===== config.mk =====
export PLATFORM = sky130hd
export DESIGN_NAME = gate_sync_ch
export DESIGN_NICKNAME = d
export VERILOG_FILES = /design/src/rtl/dfm_pkg.sv /design/src/rtl/edge_sync.sv /design/src/rtl/gate_sync_ch.sv
export SDC_FILE = /design/constraint.sdc
export NUM_CORES = 1
export LEC_CHECK = 0
export ABC_CLOCK_PERIOD_IN_PS = 2100
export BUFFER_PORTS_ARGS = -buffer_cell sky130_fd_sc_hd__buf_2
export CORE_MARGIN = 2
export CORE_UTILIZATION = 30
export CTS_BUF_LIST = sky130_fd_sc_hd__clkbuf_4
export DETAILED_ROUTE_END_ITERATION = 16
export SLEW_MARGIN = 5
export SYNTH_ARGS = -nofsm -noshare
export SYNTH_HDL_FRONTEND = slang
export SYNTH_SLANG_ARGS = --single-unit

===== constraint.sdc =====
create_clock -name clk_i -period 2.1 [get_ports clk_i]
set_input_delay 0.42 -clock clk_i [delete_from_list [all_inputs] [get_ports clk_i]]
set_output_delay 0.42 -clock clk_i [all_outputs]
set_load 0.005 [all_outputs]

===== src/rtl/dfm_pkg.sv =====
// Shared types and constants for the frequency-meter measurement channels.
// Latency: n/a (types and constants only).
// Backpressure: n/a.
package dfm_pkg;

  // Gate alignment states of one measurement channel.
  typedef enum logic [1:0] {
    IDLE   = 2'd0,
    ARM    = 2'd1,
    OPEN   = 2'd2,
    DISARM = 2'd3
  } gate_state_t;

  // clk cycles to wait for a signal edge before the gate is forced to follow its enable.
  localparam int DEFAULT_GATE_TMO = 2**24;

  // Qualifiers attached to each measurement result.
  typedef struct packed {
    logic overrun;    // previous result was overwritten before it was consumed
    logic saturated;  // a counter stuck at all-ones during this gate
    logic timeout;    // gate opened or closed without a real signal edge
  } res_flags_t;

endpackage


===== src/rtl/edge_sync.sv =====
// Brings an asynchronous input into clk_i and emits a one-cycle pulse on its rising edges.
// Latency: pulse follows the input rise by STAGES..STAGES+1 clk cycles.
// Backpressure: none; input phases shorter than 2 clk cycles may be missed.
// Ports: clk_i/rst_n_i (sync, active low), sig_i (async input), edge_o (rising-edge pulse).
module edge_sync #(
  parameter int STAGES = 2
) (
  input  logic clk_i,
  input  logic rst_n_i,
  input  logic sig_i,
  output logic edge_o
);

  logic [STAGES-1:0] r_sync;
  logic              r_prev;

  always_ff @(posedge clk_i) begin
    if (!rst_n_i) begin
      r_sync <= '0;
      r_prev <= 1'b0;
    end else begin
      r_sync <= {r_sync[STAGES-2:0], sig_i};
      r_prev <= r_sync[STAGES-1];
    end
  end

  assign edge_o = r_sync[STAGES-1] & ~r_prev;

endmodule


===== src/rtl/gate_sync_ch.sv =====
// One frequency-meter channel: aligns the pre-gate enable to signal edges, counts ref cycles and periods.
// Latency: gate_sync_o rises 1 cycle after the opening edge pulse; result valid 1 cycle after the closing one.
// Backpressure: none upstream; an unconsumed result is overwritten by the next close and flagged overrun.
// Ports: clk_i, rst_n_i (sync, active low), gate_en_i, sig_i (async) -> gate_sync_o;
//        result port res_valid_o/res_ready_i carrying res_ref_o, res_sig_o, res_flags_o {overrun,saturated,timeout}.
module gate_sync_ch
  import dfm_pkg::*;
#(
  parameter int CNT_WIDTH = 32,
  parameter int TIMEOUT   = DEFAULT_GATE_TMO
) (
  input  logic                 clk_i,
  input  logic                 rst_n_i,
  input  logic                 gate_en_i,
  input  logic                 sig_i,
  output logic                 gate_sync_o,
  output logic                 res_valid_o,
  input  logic                 res_ready_i,
  output logic [CNT_WIDTH-1:0] res_ref_o,
  output logic [CNT_WIDTH-1:0] res_sig_o,
  output logic [2:0]           res_flags_o
);

  localparam int               TMO_W    = $clog2(TIMEOUT + 1);
  localparam logic [TMO_W-1:0] TMO_LAST = TMO_W'(TIMEOUT - 1);

  gate_state_t          r_state;
  logic                 r_gate;
  logic [CNT_WIDTH-1:0] r_ref;
  logic [CNT_WIDTH-1:0] r_sig;
  logic                 r_sat;
  logic                 r_tmo_flag;
  logic [TMO_W-1:0]     r_tmo;
  logic                 r_valid;
  logic [CNT_WIDTH-1:0] r_res_ref;
  logic [CNT_WIDTH-1:0] r_res_sig;
  res_flags_t           r_res_flags;

  logic                 w_edge;
  logic                 w_waiting;
  logic                 w_fire;
  logic                 w_forced;
  logic                 w_close;
  logic                 w_sig_inc;
  logic                 w_sat_now;
  logic [CNT_WIDTH-1:0] w_ref_nxt;
  logic [CNT_WIDTH-1:0] w_sig_nxt;

  edge_sync #(.STAGES(2)) u_edge_sync (
    .clk_i   (clk_i),
    .rst_n_i (rst_n_i),
    .sig_i   (sig_i),
    .edge_o  (w_edge)
  );

  // ARM and DISARM both wait for an edge; a timeout stands in for a missing one.
  // A real edge coinciding with the timeout wins, so the flag stays clear.
  assign w_waiting = (r_state == ARM) || (r_state == DISARM);
  assign w_fire    = w_waiting && (w_edge || (r_tmo == TMO_LAST));
  assign w_forced  = ~w_edge;
  assign w_close   = (r_state == DISARM) && w_fire;

  // Counter next values include the current cycle, so a close latches the closing edge and cycle.
  assign w_sig_inc = r_gate & w_edge;
  assign w_ref_nxt = (r_gate && !(&r_ref)) ? r_ref + CNT_WIDTH'(1) : r_ref;
  assign w_sig_nxt = (w_sig_inc && !(&r_sig)) ? r_sig + CNT_WIDTH'(1) : r_sig;
  // Saturation means an increment was refused at all-ones, i.e. the true count is lost.
  assign w_sat_now = (r_gate & (&r_ref)) | (w_sig_inc & (&r_sig));

  always_ff @(posedge clk_i) begin
    if (!rst_n_i) begin
      r_state     <= IDLE;
      r_gate      <= 1'b0;
      r_ref       <= '0;
      r_sig       <= '0;
      r_sat       <= 1'b0;
      r_tmo_flag  <= 1'b0;
      r_tmo       <= '0;
      r_valid     <= 1'b0;
      r_res_ref   <= '0;
      r_res_sig   <= '0;
      r_res_flags <= '0;
    end else begin
      if (r_gate) begin
        r_ref <= w_ref_nxt;
        r_sig <= w_sig_nxt;
        r_sat <= r_sat | w_sat_now;
      end

      // Restarts from zero on every entry into a waiting state.
      if (w_waiting && !w_fire) begin
        r_tmo <= r_tmo + TMO_W'(1);
      end else begin
        r_tmo <= '0;
      end

      // Edge/timeout is evaluated before gate_en_i in both waiting states.
      case (r_state)
        IDLE: begin
          if (gate_en_i) r_state <= ARM;
        end
        ARM: begin
          if (w_fire) begin
            r_state    <= OPEN;
            r_gate     <= 1'b1;
            r_ref      <= '0;
            r_sig      <= '0;
            r_sat      <= 1'b0;
            r_tmo_flag <= w_forced;
          end else if (!gate_en_i) begin
            r_state <= IDLE;
          end
        end
        OPEN: begin
          if (!gate_en_i) r_state <= DISARM;
        end
        DISARM: begin
          if (w_fire) begin
            r_state <= IDLE;
            r_gate  <= 1'b0;
          end else if (gate_en_i) begin
            r_state <= OPEN;
          end
        end
        default: r_state <= IDLE;
      endcase

      // A close wins over a same-cycle handshake so the fresh result is never dropped.
      if (w_close) begin
        r_valid               <= 1'b1;
        r_res_ref             <= w_ref_nxt;
        r_res_sig             <= w_sig_nxt;
        r_res_flags.overrun   <= r_valid & ~res_ready_i;
        r_res_flags.saturated <= r_sat | w_sat_now;
        r_res_flags.timeout   <= r_tmo_flag | w_forced;
      end else if (r_valid && res_ready_i) begin
        r_valid <= 1'b0;
      end
    end
  end

  assign gate_sync_o = r_gate;
  assign res_valid_o = r_valid;
  assign res_ref_o   = r_res_ref;
  assign res_sig_o   = r_res_sig;
  assign res_flags_o = r_res_flags;

endmodule


# Yosys cells after proc, flatten, opt, wreduce, memory -nomap -nowiden

Cells that the tools add are included.
W data, S select, Z words.

$add $sub $neg: 3
Eq/ne operators: 10
Mux-type cells: 23
Bitwise gates (word level): 11
Reduce and logical (&&, ||, !) cells: 20

Operator list:

| kind                    | number |
|---|---|
| $mux W32                | 8 |
| $add A32 B1 Y32 const B | 2 |
| $reduce_and A32 Y1      | 2 |
| $add A25 B1 Y25 const B | 1 |
| $eq A25 B24 Y1 const B  | 1 |
| $mux W2                 | 6 |
| $ne A2 B2 Y1 const B    | 4 |
| $pmux W2 S4             | 1 |
| $mux W1                 | 7 |
| $logic_and A1 B1 Y1     | 6 |
| $ne A3 B3 Y1 const B    | 2 |
| $and A1 B1 Y1           | 5 |
| $eq A2 B2 Y1 const B    | 2 |
| $reduce_and A2 Y1       | 2 |
| $reduce_and A4 Y1       | 1 |
| $reduce_bool A2 Y1      | 2 |
| $logic_not A1 Y1        | 3 |
| $not A1 Y1              | 3 |
| $or A1 B1 Y1            | 3 |
| $reduce_and A3 Y1       | 1 |
| $eq A2 B1 Y1 const B    | 1 |
| $logic_not A2 Y1        | 1 |
| $logic_or A1 B1 Y1      | 2 |
| $pmux W1 S2             | 1 |

Register bits: 165
Input port bits: 5
Logic and storage cells: 82

# Depth between registers and ports, before layout

Gate-level depths: netlist (run 1).

Depth after elaboration: 9
Depth in mapped cells: 8
Depth with buffers taken out: 6

# Hierarchy

A second synthesis (run 1) with hierarchy kept.

Cell total of the unflattened synthesis: 790
Area total of the unflattened synthesis: 6949.2 µm²

By module, submodules not included:

| module       | times used | cells an instance | area each (µm²) | seq. area each (µm²) |
|---|---|---|---|---|
| gate_sync_ch | 1          | 783               | 6856.6          | 3243.1 |
| edge_sync    | 1          | 7                 | 92.6            | 60.1 |

# Worst setup path before layout (run 1)

OpenSTA, ideal clock, no wires.

Path kind: flip-flop to flip-flop
From: reg r_sig[0]
To: reg r_res_sig[24], in the netlist res_sig_o[24]
Library setup time: 0.091 ns
Arrival: 2.225 ns
Path slack: -0.216 ns
Stages on the path, launching flop included: 9
Path through: dfxtp_1 > ha_1 > and4_1 > buf_2 > nand4_1 > clkbuf_1 > or2_2 > or4_1 > a311oi_1

Word-level cells in the longest chain between the ends: 4
Elaborated cells on any way between the ends: 5
Those cells by class: add/sub: 1; mux: 1; reduce/logical: 3

Ends and longest elaborated chain:

| item                                                    | RTL line            | text |
|---|---|---|
| start, declared                                         | gate_sync_ch.sv:30  | `logic [CNT_WIDTH-1:0] r_sig;` |
| start signal, assigned                                  | gate_sync_ch.sv:86  | `r_sig <= w_sig_nxt;` |
| branches (longest 3 deep; another with $add A32 B1 Y32) | n/a                 |  |
| $mux W32 *                                              | gate_sync_ch.sv:66  | `assign w_sig_nxt = (w_sig_inc && !(&r_sig)) ? r_sig + CNT_WIDTH'(1) : r_sig;` |
| end signal, assigned                                    | gate_sync_ch.sv:132 | `r_res_sig <= w_sig_nxt;` |
| end, declared                                           | gate_sync_ch.sv:36  | `logic [CNT_WIDTH-1:0] r_res_sig;` |

Mark *: on every way between the ends.
A chain may end at the register's enable or synchronous reset.

# Final worst setup path (run 1)

From: reg r_ref[20]
To: reg r_res_ref[23], in the netlist res_ref_o[23]

Word-level cells in the longest chain between the ends: 4
Elaborated cells on any way between the ends: 5
Those cells by class: add/sub: 1; mux: 1; reduce/logical: 3

Ends and longest elaborated chain:

| item                                                    | RTL line            | text |
|---|---|---|
| start, declared                                         | gate_sync_ch.sv:29  | `logic [CNT_WIDTH-1:0] r_ref;` |
| start signal, assigned                                  | gate_sync_ch.sv:85  | `r_ref <= w_ref_nxt;` |
| branches (longest 3 deep; another with $add A32 B1 Y32) | n/a                 |  |
| $mux W32 *                                              | gate_sync_ch.sv:65  | `assign w_ref_nxt = (r_gate && !(&r_ref)) ? r_ref + CNT_WIDTH'(1) : r_ref;` |
| end signal, assigned                                    | gate_sync_ch.sv:131 | `r_res_ref <= w_ref_nxt;` |
| end, declared                                           | gate_sync_ch.sv:35  | `logic [CNT_WIDTH-1:0] r_res_ref;` |

Marks and branches as above.

==> metrics.md, run 1 <==
| Metric | Value |
|---|---|
| Final WS setup | 0.0295 ns |
| Top-count cell post-synth | dfxtp_1 |
| CTS sink count | 165 |
| Die Span Y | 159 um |
| Hold depth | 2 |
| HP Class | in2reg |
| Initial antenna violation count | 1 |
| Final setup fails | 0 |
| Iter 0 DRT Violations | 397 |
| Tot GR Track Use | 16.4% |
| Clk_lat worst skew | 0.58 ns |
| Clk pin slew, worst setup/hold paths | 0.12 ns |
| Filler cell count | 2439 |
| Slowest stage delay, CP | 0.59 ns |
| RR Endpoint | res_ref_o[23]$_SDFFE_PN0P_ |
| Htree depth | 4 |
| Yosys warns | 0 |
| Worst vdd ir | 0.000342 V |
| Setup TNS | 0 ns |
| DIE WIDTH | 159 um |
| Cells along the critical path | nand2_2, buf_6, or4_4, o31ai_4, buf_6, o41ai_4, a311oi_1 |
| TritonCTS buffer count | 17 |
| # IOs | 74 |
| Syn Inst Count | 819 |
| Max Clock Freq | 0.483 GHz |
| Pre-antenna DRT Iters | 7 |
| Clock root cell | clkbuf_4 |
| Min-delay src | sig_i |
| Worst r2r src | r_ref[20]$_SDFF_PN0_ |
| Outcome | complete, no violations |
| CP max FO | 5 |
| Distinct cells, synth | 58 |
| Cell Pwr Density | 542 nW/um^2 |
| Fin crit period | 2.07 ns |
| Die area | 25400 um^2 |
| CP Buf/Inv Count | 2 |
| Top cells by instance count after synthesis | 165 x dfxtp_1, 87 x a21oi_1, 87 x nor2_1 |
| Post-DRT Antenna Nets | 0 |
| Req. time, crit path | 2.57 ns |
| RePlAce Congestion | 0.862 |
| Sequential area share after synthesis | 45.7% |
| TritonCTS clock tree | done |
| Max clock buf depth | 2 |
| Final Cell Area | 9260 um^2 |
| Worst setup SP type | flip-flop |
| Hold Buf Count CTS | 0 |
| Worst-Margin Slew | 0.486 ns |
| Post-synth EDFFs | 0 |
| Total routed wirelength | 21.1 mm |
| Starting density of the core | 30.7% |
| Routed vias | 6821 |
| Max Cap Viol | 0 |
| Vias in the first global route | 6530 |
| Area delta synth->final | 28.2% |
| Final hold viol count | 0 |
| First-pass GRT wire length | 34.1 mm |
| Routed length per instance | 16.3 um |
| Relative slew margins | 67.4% |
| Area occupied by registers | 3330 um^2 |
| Cell area after synthesis | 7230 um^2 |
| CP most frequent cell | buf_6 |
| Worst Hold End | u_edge_sync.r_sync[0]$_SDFF_PN0_ |
| Via-to-Cell Ratio | 5.26 |
| Multi-input logic area | 3980 um^2 |
| Highest-delay cell along the critical path | or4_4 |
| Layout cells sized above 1 | 30.5% |
| Arrival time of the worst setup path | 2.54 ns |
| Layout Nets | 972 |
| Largest net degree at the start of global routing | 50 |
| Fin crit share | 98.6% |
| Hold Slack | 0.0580 ns |
| Synth Flop Type | dfxtp_1 |
| Post-DP Area | 8630 um^2 |
| Total power | 5.02 mW |
| Remaining Overflow, GRT | 0 |
| R2r worst-path depth | 7 |
| Leakage | 3.24 nW |
| #FFs+latches synth | 165 |
| Critical path class | reg2reg |
| Residual DRC | 0 |
| Top cell type's share of synthesized area | 45.7% |
| Post-Syn Nets | 827 |
| Placeable Area | 23500 um^2 |
| Synth top area cells | dfxtp_1 46%, a21oi_1 6.0%, nor2_1 4.5% |
| Asr flop ratio synth | 0% |
| Max-slew violation count | 0 |
| # port buffers | 73 |
| Row count | 56 |
| CP Capture Type | flip-flop |
| Yosys top cell by area | dfxtp_1 |
| Max Clock Skew | 0.0232 ns |
| Mean Syn Cell Area | 8.83 um^2 |
| RSZ-0062 raised after global routing | true |
| Setup slack, reg-to-reg | 0.03 ns |
| Setup WS pre-CTS | -0.0249 ns |
| DP Wirelength | 14.7 mm |
| Delay-heaviest family, CP | compound AO/OA/AOI/OAI gates |
[where the power goes]
group	internal [mW]	switching (mW)	leakage [nW]
sequential	3.14	0.00816	1.34
combinational	0.0388	0.0962	1.77
clock	0.620	1.12	0.131
total	3.80	1.22	3.24
[per-stage QoR]
step | cells | utilization [%]
final | 1297 | 39.3
after global routing | 1297 | 39.3
after CTS | 1291 | 37.7
after detailed placement | 1259 | 36.6
after global placement | 1259 | 36.6
after floorplan | 819 | -
[per-layer routing]
metal / routed length, um / GRT usage, % / vias to the layer above / part of all wire, %
met1: 10100 / 22.5 / 3281 / 48
met2: 9650 / 26.0 / 162 / 46
met4: 300 / 4.09 / 0 / 1.4
li1: - / - / 3357 / -
met3: 1080 / 3.80 / 21 / 5.1
met5: 0 / 0 / - / 0
[registers in the layout, summed over array words and instances, names as in the netlist]
| register | cells |
|---|---|
| gate_sync_o | 1 |
| r_ref | 32 |
| r_sat | 1 |
| r_sig | 32 |
| r_state | 2 |
| r_tmo | 25 |
| r_tmo_flag | 1 |
| res_flags_o | 3 |
| res_ref_o | 32 |
| res_sig_o | 32 |
| res_valid_o | 1 |
| u_edge_sync.r_prev | 1 |
| u_edge_sync.r_sync | 2 |
[repair_timing]
| action | in CTS | in global routing |
|---|---|---|
| gates resized for setup | 2 | 79 |
| pin swaps | 0 | 29 |
| cloned | 0 | 1 |
| endpoints found under the setup margin | 15 | 147 |
| buffers inserted | 1 | 3 |
[how the worst max path moves through the flow]
stage / from / end / slack (ns) / cells past startpoint
global placement: r_ref[19]$_SDFF_PN0_ / res_ref_o[27]$_SDFFE_PN0P_ / 0.02 / 5
CTS: r_ref[24]$_SDFF_PN0_ / res_ref_o[18]$_SDFFE_PN0P_ / 0.009 / 5
detailed placement: r_sig[1]$_SDFF_PN0_ / res_sig_o[26]$_SDFFE_PN0P_ / -0.02 / 6
global route: r_ref[20]$_SDFF_PN0_ / res_ref_o[19]$_SDFFE_PN0P_ / -0.06 / 7
finish: r_ref[20]$_SDFF_PN0_ / res_ref_o[23]$_SDFFE_PN0P_ / 0.03 / 7
floorplan: r_ref[17]$_SDFF_PN0_ / res_ref_o[29]$_SDFFE_PN0P_ / -0.07 / 7
[worst reg2reg max path: stages, from the launching register on]
cell,delay (ns)
dfxtp_2,0.36
nand2_2,0.06
buf_6,0.11
or4_4,0.59
o31ai_4,0.32
buf_6,0.19
o41ai_4,0.07
a311oi_1,0.28
[cell type report]
cell class	instances	area share, %
Antenna cell	2	0.0540
Timing Repair Buffer	174	13.6
Tap cell	319	4.31
Sequential cell	165	35.9
Multi-Input combinational cell	594	43.0
Inverter	12	0.486
Clock inverter	10	0.918
Clock buffer	21	1.70
[logic make-up after synthesis]
kind of cell	Yosys count	synth area share, %
buffers and inverters	60	4.12
DFF	165	45.7
muxes	8	1.11
and+or+nand+nor	325	24.1
xor gates and xnor gates	39	4.73
adders and majority gates	3	0.519
AOI/OAI and AO/OA	219	19.8
[layout by cell type (no fill, tap or decap), drive strengths merged, types with 6 or more instances in the layout]
cell / n
buf: 173
dfxtp: 165
a21oi: 87
nor2: 87
nand2: 44
nand3: 39
nand4: 32
nor3: 31
a211oi: 31
a311oi: 25
xor2: 24
clkbuf: 22
o31ai: 21
or3: 17
o21ai: 17
xnor2: 15
and3: 14
and4: 14
or4: 13
nor4: 13
inv: 12
o22ai: 10
mux2i: 8
o21a: 7
and2: 6
Note: power is estimated with default switching activity, not from simulation.
==> run 2, diff against run 1 <==
- CTS_BUF_LIST: sky130_fd_sc_hd__clkbuf_4 -> not set
==> metrics.md, run 2 (synthesis results as in run 1) <==
| Metric | Value |
|---|---|
| Post-DRT Antenna Nets | 0 (unchanged) |
| Iter 0 DRT Violations | 397 (unchanged) |
| Pre-antenna DRT Iters | 5 (-2) |
| Max-slew violation count | 0 (unchanged) |
| Area delta synth->final | 31.8% |
| Setup TNS | 0 ns (unchanged) |
| Die area | 25400 um^2 (unchanged) |
| Layout cells sized above 1 | 29.6% (-0.92 points) |
| Via-to-Cell Ratio | 5.34 (+1.5%) |
| Fin crit share | 99.2% (+0.57 points) |
| Layout Nets | 972 (unchanged) |
| Vias in the first global route | 6628 (+1.5%) |
| Routed vias | 6911 (+1.3%) |
| CP most frequent cell | buf_6 |
| CP Capture Type | flip-flop |
| Residual DRC | 0 (unchanged) |
| Critical path class | reg2reg |
| DP Wirelength | 14.7 mm (unchanged) |
| Setup WS pre-CTS | -0.0249 ns (unchanged) |
| Worst r2r src | r_ref[21]$_SDFF_PN0_ |
| Worst Setup EP | res_ref_o[23]$_SDFFE_PN0P_ |
| Clk_lat worst skew | 0.44 ns (-0.14 ns) |
| Max Clock Freq | 0.480 GHz (-0.57%) |
| Die Span Y | 159 um (unchanged) |
| Largest net degree at the start of global routing | 50 (unchanged) |
| Final Non-Filler Cells | 1295 (-0.15%) |
| TritonCTS buffer count | 17 (unchanged) |
| TritonCTS clock tree | done |
| Setup slack, reg-to-reg | 0.02 ns (about the same) |
| RePlAce Congestion | 0.862 (unchanged) |
| Total power | 6.17 mW (+23%) |
| Highest-delay cell along the critical path | or4_4 |
| Slowest stage delay, CP | 0.59 ns (about the same) |
| Max Cap Viol | 0 (unchanged) |
| Remaining Overflow, GRT | 0 (unchanged) |
| Routed length per instance | 16.6 um (+1.9%) |
| Row count | 56 (unchanged) |
| Commonest non-fill, non-tap cell in the layout | dfxtp_1 |
| Placeable Area | 23500 um^2 (unchanged) |
| Cell Pwr Density | 648 nW/um^2 (+20%) |
| HP Class | in2reg |
| Outcome | complete, no violations |
| Cells along the critical path | nand2_2, buf_6, or4_4, o31ai_4, buf_6, o41ai_4, a311oi_1 |
| Antenna diodes | 0 (-2) |
| Post-DP Area | 8630 um^2 (unchanged) |
| Post-placement cell count | 1259 (unchanged) |
| Worst-Margin Slew | 0.488 ns (+0.00276 ns) |
| DIE WIDTH | 159 um (unchanged) |
| Final WS setup | 0.0175 ns (-0.0119 ns) |
| RR Endpoint | res_ref_o[23]$_SDFFE_PN0P_ |
| R2r worst-path depth | 7 (unchanged) |
| Final Cell Area | 9530 um^2 (+2.8%) |
| Tot GR Track Use | 16.7% (+0.25 points) |
| # IOs | 74 (unchanged) |
| Critical Path Start | r_ref[21]$_SDFF_PN0_ |
| # port buffers | 73 (unchanged) |
| Total routed wirelength | 21.5 mm (+1.8%) |
| Fin crit period | 2.08 ns (+0.0119 ns) |
| Initial antenna violation count | 0 (-1) |
| Clock root cell | clkbuf_16 |
| Max clock buf depth | 2 (unchanged) |
| CP max FO | 5 (unchanged) |
| Clk pin slew, worst setup/hold paths | 0.06 ns (-0.06 ns) |
| Leakage | 3.35 nW (+3.4%) |
| Req. time, crit path | 2.44 ns (-0.13 ns) |
| Relative slew margins | 67.2% (-0.19 points) |
| Arrival time of the worst setup path | 2.42 ns (-0.12 ns) |
| Worst vdd ir | 0.000613 V (+79%) |
| Max Clock Skew | 0.00941 ns (-0.0137 ns) |
| Final setup fails | 0 (unchanged) |
| RSZ-0062 raised after global routing | true |
| Highest-count cells in the layout ignoring fill and taps | 149 x dfxtp_1, 88 x buf_4, 87 x a21oi_1 |
| Htree depth | 4 (unchanged) |
| First-pass GRT wire length | 34.5 mm (+1.1%) |
| Final hold viol count | 0 (unchanged) |
| Starting density of the core | 30.7% (unchanged) |
| Worst setup SP type | flip-flop |
| CTS sink count | 165 (unchanged) |
-- run 2: per-stage QoR --
step	utilization (%)	hold slack (ns)
6_report	40.5	0.198
5_1_grt	40.5	0.208
4_1_cts	38.9	0.184
3_5_place_dp	36.6	0.457
2_1_floorplan	-	0.412
3_3_place_gp	36.6	0.446
-- run 2: worst min-delay path by stage --
| stage | from | to | slack, ns | cells after the start |
|---|---|---|---|---|
| floorplan | u_edge_sync.r_sync[0]$_SDFF_PN0_ | u_edge_sync.r_sync[1]$_SDFF_PN0_ | 0.41 | 1 |
| global placement | r_tmo[0]$_SDFF_PN0_ | r_tmo[0]$_SDFF_PN0_ | 0.45 | 1 |
| detailed placement | u_edge_sync.r_sync[0]$_SDFF_PN0_ | u_edge_sync.r_sync[1]$_SDFF_PN0_ | 0.46 | 1 |
| CTS | sig_i | u_edge_sync.r_sync[0]$_SDFF_PN0_ | 0.18 | 2 |
| global route | sig_i | u_edge_sync.r_sync[0]$_SDFF_PN0_ | 0.21 | 2 |
| finish | sig_i | u_edge_sync.r_sync[0]$_SDFF_PN0_ | 0.20 | 2 |
-- run 2: cell type report --
class | instances | area (um^2)
sequential | 165 | 3320
clock buffer | 21 | 440
multi-input combinational | 594 | 3980
fill | 2400 | 14000
tap | 319 | 399
clock inverter | 10 | 85.1
inverter | 12 | 45.0
timing repair buffer | 174 | 1250
-- run 2: layer usage --
metal / GRT usage, % / part of all wire (%)
met1: 22.4 / 47
met2: 26.4 / 46
met3: 3.72 / 4.5
met4: 5.83 / 2.1
met5: 0 / 0
-- run 2: worst max-delay path: cells and delay by family (launching register included) --
kind,cells,cell delay (ns)
AO/OA/AOI/OAI,3,0.68
buffers and inverters,2,0.31
flip-flops,1,0.34
AND/OR/NAND/NOR,2,0.65
-- run 2: timing repair --
item	CTS	global route
gates cloned	0	1
pin swaps	0	24
setup buffers	1	3
hold buffers	0	0
setup endpoints to repair	9	145
resized for setup	1	73
-- run 2: power by group --
group          switching [mW]  leakage (nW)  internal [mW]
logic                  0.0964          1.77         0.0383
clock network            1.28         0.248           1.61
registers             0.00817          1.34           3.14
